==> config.mk <==
export PLATFORM = sky130hd
export DESIGN_NAME = de_roller
export DESIGN_NICKNAME = d
export VERILOG_FILES = /design/src/rtl/de_pkg.sv /design/src/rtl/de_lfsr.sv /design/src/rtl/de_roller.sv
export SDC_FILE = /design/constraint.sdc
export NUM_CORES = 1
export LEC_CHECK = 0
export CAP_MARGIN = 30
export CORE_MARGIN = 5
export CORE_UTILIZATION = 58
export DETAILED_ROUTE_END_ITERATION = 7
export DONT_BUFFER_PORTS = 1
export GPL_ROUTABILITY_DRIVEN = 1
export PLACE_DENSITY_LB_ADDON = 0.15
export SLEW_MARGIN = 20
export SYNTH_ARGS = -nofsm -noshare
export SYNTH_HDL_FRONTEND = slang
export SYNTH_SLANG_ARGS = --single-unit
==> constraint.sdc <==
create_clock -name Clk -period 4.07 [get_ports Clk]
set_input_delay 0.407 -clock Clk [delete_from_list [all_inputs] [get_ports Clk]]
set_output_delay 0.407 -clock Clk [all_outputs]
set_load 0.005 [all_outputs]
==> src/rtl/de_pkg.sv <==
// de_pkg: shared definitions for the dice roller.
//   - the eight legal face counts of the switch-to-face translator
//   - FSM state encoding (IDLE / SPIN / REDUCE)
//   - LFSR width, Galois tap mask and default seed
//   - face_to_onehot(): 7-bit face count to 8-bit one-hot LED code.
//     Any value that is not a legal face count returns 8'h00.
`timescale 1ns/1ps
package de_pkg;

  localparam int             LFSR_W    = 16;
  localparam logic [15:0]    LFSR_TAPS = 16'hB400;
  localparam logic [15:0]    LFSR_SEED = 16'hACE1;

  localparam logic [6:0] FACE_4   = 7'd4;
  localparam logic [6:0] FACE_6   = 7'd6;
  localparam logic [6:0] FACE_8   = 7'd8;
  localparam logic [6:0] FACE_10  = 7'd10;
  localparam logic [6:0] FACE_12  = 7'd12;
  localparam logic [6:0] FACE_20  = 7'd20;
  localparam logic [6:0] FACE_30  = 7'd30;
  localparam logic [6:0] FACE_100 = 7'd100;

  typedef enum logic [1:0] {
    IDLE   = 2'd0,
    SPIN   = 2'd1,
    REDUCE = 2'd2
  } state_t;

  function automatic logic [7:0] face_to_onehot(input logic [6:0] face);
    logic [7:0] oh;
    oh = 8'h00;
    case (face)
      FACE_4:   oh = 8'b0000_0001;
      FACE_6:   oh = 8'b0000_0010;
      FACE_8:   oh = 8'b0000_0100;
      FACE_10:  oh = 8'b0000_1000;
      FACE_12:  oh = 8'b0001_0000;
      FACE_20:  oh = 8'b0010_0000;
      FACE_30:  oh = 8'b0100_0000;
      FACE_100: oh = 8'b1000_0000;
      default:  oh = 8'h00;
    endcase
    return oh;
  endfunction

endpackage

==> src/rtl/de_lfsr.sv <==
// de_lfsr: free-running 16-bit Galois LFSR, shifting right with tap mask
// LFSR_TAPS. Advances every clock; a nonzero SEED keeps it out of the
// all-zero lock-up state.
// Ports:
//   Clk   - system clock
//   Rst   - asynchronous active-high reset, loads SEED
//   state - current LFSR contents
`timescale 1ns/1ps
module de_lfsr
  import de_pkg::*;
#(
  parameter logic [LFSR_W-1:0] SEED = LFSR_SEED
) (
  input  logic              Clk,
  input  logic              Rst,
  output logic [LFSR_W-1:0] state
);

  logic [LFSR_W-1:0] lfsr_q;
  logic [LFSR_W-1:0] lfsr_d;

  // The bit shifted out selects whether the tap mask is folded back in.
  always_comb begin
    lfsr_d = (lfsr_q >> 1) ^ (lfsr_q[0] ? LFSR_TAPS : '0);
  end

  always_ff @(posedge Clk or posedge Rst) begin
    if (Rst) lfsr_q <= SEED;
    else     lfsr_q <= lfsr_d;
  end

  assign state = lfsr_q;

endmodule

==> src/rtl/de_roller.sv <==
// de_roller: dice roller. Holding Roll spins the LFSR; releasing it samples
// the low LFSR byte, which is reduced modulo the latched face count by
// repeated subtraction, giving Result in 1..NB_Face.
// Ports:
//   Clk      - system clock
//   Rst      - asynchronous active-high reset
//   NB_Face  - face count (legal: 4,6,8,10,12,20,30,100)
//   Roll     - debounced, Clk-synchronous roll button level
//   Result   - rolled value, 0 after reset
//   Valid    - Result holds a finished roll
//   Busy     - roll in progress (SPIN or REDUCE)
//   Face_LED - registered one-hot decode of NB_Face
// Optional build macro DE_ANIM_EN: Result counts 1..NbL during SPIN, stepping
// on each wrap of an ANIM_DIV-bit prescaler.
`timescale 1ns/1ps
module de_roller
  import de_pkg::*;
#(
  parameter logic [15:0] SEED = LFSR_SEED
`ifdef DE_ANIM_EN
  , parameter int ANIM_DIV = 20
`endif
) (
  input  logic       Clk,
  input  logic       Rst,
  input  logic [6:0] NB_Face,
  input  logic       Roll,
  output logic [6:0] Result,
  output logic       Valid,
  output logic       Busy,
  output logic [7:0] Face_LED
);

  logic [15:0] lfsr_state;
  logic [7:0]  lfsr_hi_unused;

  state_t      state_q, state_d;
  logic        roll_q;
  logic [6:0]  nbl_q, nbl_d;
  logic [7:0]  acc_q, acc_d;
  logic [6:0]  result_q, result_d;
  logic        valid_q, valid_d;
  logic [7:0]  led_q;
  logic        face_legal;

`ifdef DE_ANIM_EN
  logic [ANIM_DIV-1:0] pre_q, pre_d;
`endif

  de_lfsr #(.SEED(SEED)) u_lfsr (
    .Clk   (Clk),
    .Rst   (Rst),
    .state (lfsr_state)
  );

  // Only the low byte feeds the reduction.
  assign lfsr_hi_unused = lfsr_state[15:8];

  assign face_legal = (face_to_onehot(NB_Face) != 8'h00);

  always_comb begin
    state_d  = state_q;
    nbl_d    = nbl_q;
    acc_d    = acc_q;
    result_d = result_q;
    valid_d  = valid_q;
`ifdef DE_ANIM_EN
    pre_d    = '0;
`endif
    case (state_q)
      IDLE: begin
        if (Roll && !roll_q && face_legal) begin
          nbl_d   = NB_Face;
          valid_d = 1'b0;
          state_d = SPIN;
`ifdef DE_ANIM_EN
          result_d = 7'd1;
`endif
        end
      end
      SPIN: begin
        if (!Roll) begin
          acc_d   = lfsr_state[7:0];
          state_d = REDUCE;
        end
`ifdef DE_ANIM_EN
        else begin
          pre_d = pre_q + 1'b1;
          if (&pre_q)
            result_d = (result_q >= nbl_q) ? 7'd1 : result_q + 7'd1;
        end
`endif
      end
      REDUCE: begin
        // acc < nbl <= 100 on exit, so acc+1 always fits in 7 bits.
        if (acc_q >= {1'b0, nbl_q}) begin
          acc_d = acc_q - {1'b0, nbl_q};
        end else begin
          result_d = acc_q[6:0] + 7'd1;
          valid_d  = 1'b1;
          state_d  = IDLE;
        end
      end
      default: state_d = IDLE;
    endcase
  end

  // Control and outputs: async reset. roll_q resets high so a button already
  // held at reset release is not taken as a rising edge.
  always_ff @(posedge Clk or posedge Rst) begin
    if (Rst) begin
      state_q  <= IDLE;
      roll_q   <= 1'b1;
      result_q <= '0;
      valid_q  <= 1'b0;
      led_q    <= '0;
    end else begin
      state_q  <= state_d;
      roll_q   <= Roll;
      result_q <= result_d;
      valid_q  <= valid_d;
      led_q    <= face_to_onehot(NB_Face);
    end
  end

  // Working data is always written before use, so it needs no reset.
  always_ff @(posedge Clk) begin
    nbl_q <= nbl_d;
    acc_q <= acc_d;
  end

`ifdef DE_ANIM_EN
  always_ff @(posedge Clk or posedge Rst) begin
    if (Rst) pre_q <= '0;
    else     pre_q <= pre_d;
  end
`endif

  assign Result   = result_q;
  assign Valid    = valid_q;
  assign Busy     = (state_q != IDLE);
  assign Face_LED = led_q;

endmodule

==> flow_metrics.tcl <==
set metrics [dict create \
    htreeDepth 2 \
    clock.fmax_ghz 0.361 \
    r2r_end "acc_q[5]" \
    yosysTopAreaCell "dfrtp_1" \
    cp_common_cell "o31a_1" \
    clock_skew_ps 5.59 \
    core.rowCount 22 \
    grt_pass1_vias 1414 \
    dieArea_mm2 0.00507 \
    ff_latch_area_mm2 0.00134 \
    place_hpwl_um 2870 \
    rsz0062_at_grt "false" \
    worst_slack_ps 1300 \
    avgSynthCellArea_um2 12.2 \
    dr.pass1.iters 5 \
    layout-drive-gt1-share_pct 12.0 \
    regToRegSetupSlack_ps 1300 \
    crit_fanout 8 \
    nets 201 \
    clock_sinks 50 \
    dp_slack_ps 1320 \
    cts_tree "done" \
    synthArstFlopShare_pct 70.0 \
    r2r_start "acc_q[0]" \
    yosysMostFrequentCell "dfrtp_1" \
    ys_seq_elements 50 \
    fillers 289 \
    start_util_pct 59.8 \
    synth_cell_types 36 \
    track_usage_pct 17.1 \
    io_pins 27 \
    grt_max_degree 36 \
    synth_cells 178 \
    syn_nets 197 \
    crit_type "flip-flop to flip-flop" \
    drtIter0Drc 70 \
    cp-start-kind "flip-flop" \
    diodes 0 \
    mappedNetlistArea_mm2 0.00217 \
    final_hold_viol_count 0 \
    worst_hold_path_type "input pin to async pin" \
    grt-ovfl-total 0 \
    cts_hold_buf 0 \
    synth-edff-count 15 \
    yosysSeqAreaShare_pct 61.5 \
    die_h_um 71.2 \
    path_clk_slew_ps 80 \
    end_kind "flip-flop" \
    die_x_um 71.2 \
    drtAntennaViolNets 0 \
    critPathSlowestCell "o22ai_1" \
    grt_pass1_wl_um 6620 \
    route.vias.total 1323 \
    cp_slowest_stage_delay_ps 670 \
    setup_violations 0 \
    fin_area_mm2 0.00232 \
    worstSkewPairLatency_ps 290 \
    drv_cap 0 \
    via_per_inst 5.73 \
    r2r_cells 8 \
    port-buffer-count 0 \
    antenna_found_initial 0 \
    synth_top_area_share_pct 29.9 \
    remaining_drc_errors 0 \
    worst_pin_slew_ps 842 \
    p_leak_uw 0.00101 \
    wl_um 3830 \
    crit_required_ps 3990 \
    worstPathArrival_ps 2690 \
    cts_made_buffers 5 \
    multiInputGateArea_um2 773 \
    drt-wirelength-per-cell_um 16.6 \
    ys_top_cells_by_count "dfrtp_1, edfxtp_1, nand2_1" \
    status "complete, no violations" \
    area_growth_pct 6.62 \
    cts_setup_buffers 0 \
    slew_viol_final 0 \
    crit_chain "inv_1, ha_1, fa_1, nor2b_1, o31a_1, o31a_1, nor2_1, o22ai_1" \
    cts_resized 0 \
    fin_crit_ps 2770 \
    ys.warnings.count 0 \
    cts.path.max_buffers 2 \
    irDropWorstVdd_uv 274 \
    slew_headroom_pct 43.9 \
    clock-root-buffer "clkbuf_8" \
    synthTopCellsByArea "dfrtp_1, edfxtp_1, dfstp_2" \
    core_area_mm2 0.00363 \
    finalCritPeriodShare_pct 68.0 \
    power_density_mw_per_mm2 394 \
    placed_area_mm2 0.00223 \
    synth_ff_type "dfrtp_1" \
    gp_congestion 0.786 \
    final.setup.tns_ps 0 \
]
==> routing by layer <==
layer | global-route usage (%) | part of all wire [%]
met1 | 19.4 | 40
met2 | 28.7 | 51
met3 | 6.03 | 6.7
met4 | 8.35 | 2.0
met5 | 0 | 0
==> layout make-up <==
class	instances	share of cell area [%]
Sequential cell	50	57.7
Multi-Input combinational cell	111	33.4
Clock buffer	7	3.72
Tap cell	48	2.59
Inverter	13	2.10
Timing Repair Buffer	1	0.324
Clock inverter	1	0.216
==> flip-flops by register name, summed over array words and instances (netlist names) <==
register / count
Face_LED: 8
Result: 7
Valid: 1
acc_q: 8
nbl_q: 7
roll_q: 1
state_q: 2
u_lfsr.state: 16
==> worst max path at each step <==
stage                   from  endpoint  slack, ps  depth (start not counted)
detailed placement  acc_q[0]  acc_q[0]       1320                          8
floorplan           acc_q[0]  acc_q[0]       1670                          8
CTS                 acc_q[0]  acc_q[4]       1300                          8
global route        acc_q[0]  acc_q[4]       1100                          8
global placement    acc_q[0]  acc_q[0]       1430                          8
finish              acc_q[0]  acc_q[5]       1300                          8
==> power by group <==
part	leakage, uW	internal (uW)	switching, uW
Sequential	0.000582	546	20.8
Combinational	0.000376	27.6	32.6
Clock	0.0000482	137	148
==> critical path, delay by kind of cell (launching register included) <==
family	cells	cell delay [ps]
AOI/OAI and AO/OA	3	1080
buffers and inverters	1	70
and+or+nand+nor	2	250
DFF	1	380
adders and majority gates	2	600
==> kinds of logic after synthesis <==
kind of cell / share of synthesized area, %
AOI/OAI and AO/OA: 8.92
xor gates and xnor gates: 4.03
adders and majority gates: 5.52
buffers and inverters: 2.93
DFF: 61.5
muxes: 3.51
and+or+nand+nor: 13.6
==> per-stage QoR <==
stage	cells	hold slack [ps]	total power (uW)	util (%)
2_1_floorplan	178	331	624	-
3_3_place_gp	223	336	635	61.3
3_5_place_dp	223	339	640	61.3
4_1_cts	231	87.6	923	63.8
5_1_grt	231	78.1	957	63.8
6_report	231	91.2	912	63.8
==> cells in the final DEF (no fill, tap or decap), drive strengths merged, types with 2 or more instances in the layout <==
| cell type | netlist | layout |
|---|---|---|
| nor3 | 8 | 8 |
| o31ai | 3 | 3 |
| or4 | 2 | 2 |
| inv | 13 | 13 |
| edfxtp | 15 | 15 |
| nand3 | 5 | 5 |
| xnor2 | 4 | 4 |
| nor4 | 3 | 3 |
| mux2i | 2 | 2 |
| nand2 | 15 | 15 |
| mux2 | 5 | 5 |
| a211oi | 2 | 2 |
| dfstp | 9 | 9 |
| a21o | 3 | 3 |
| xor2 | 6 | 6 |
| o22ai | 2 | 2 |
| nand2b | 5 | 5 |
| nor4b | 2 | 2 |
| dfrtp | 26 | 26 |
| nor2 | 10 | 10 |
| o31a | 2 | 2 |
| clkbuf | 4 | 7 |
| o21ai | 9 | 9 |
| o21a | 6 | 6 |
| ha | 8 | 8 |
(Power assumes the default switching activity.)
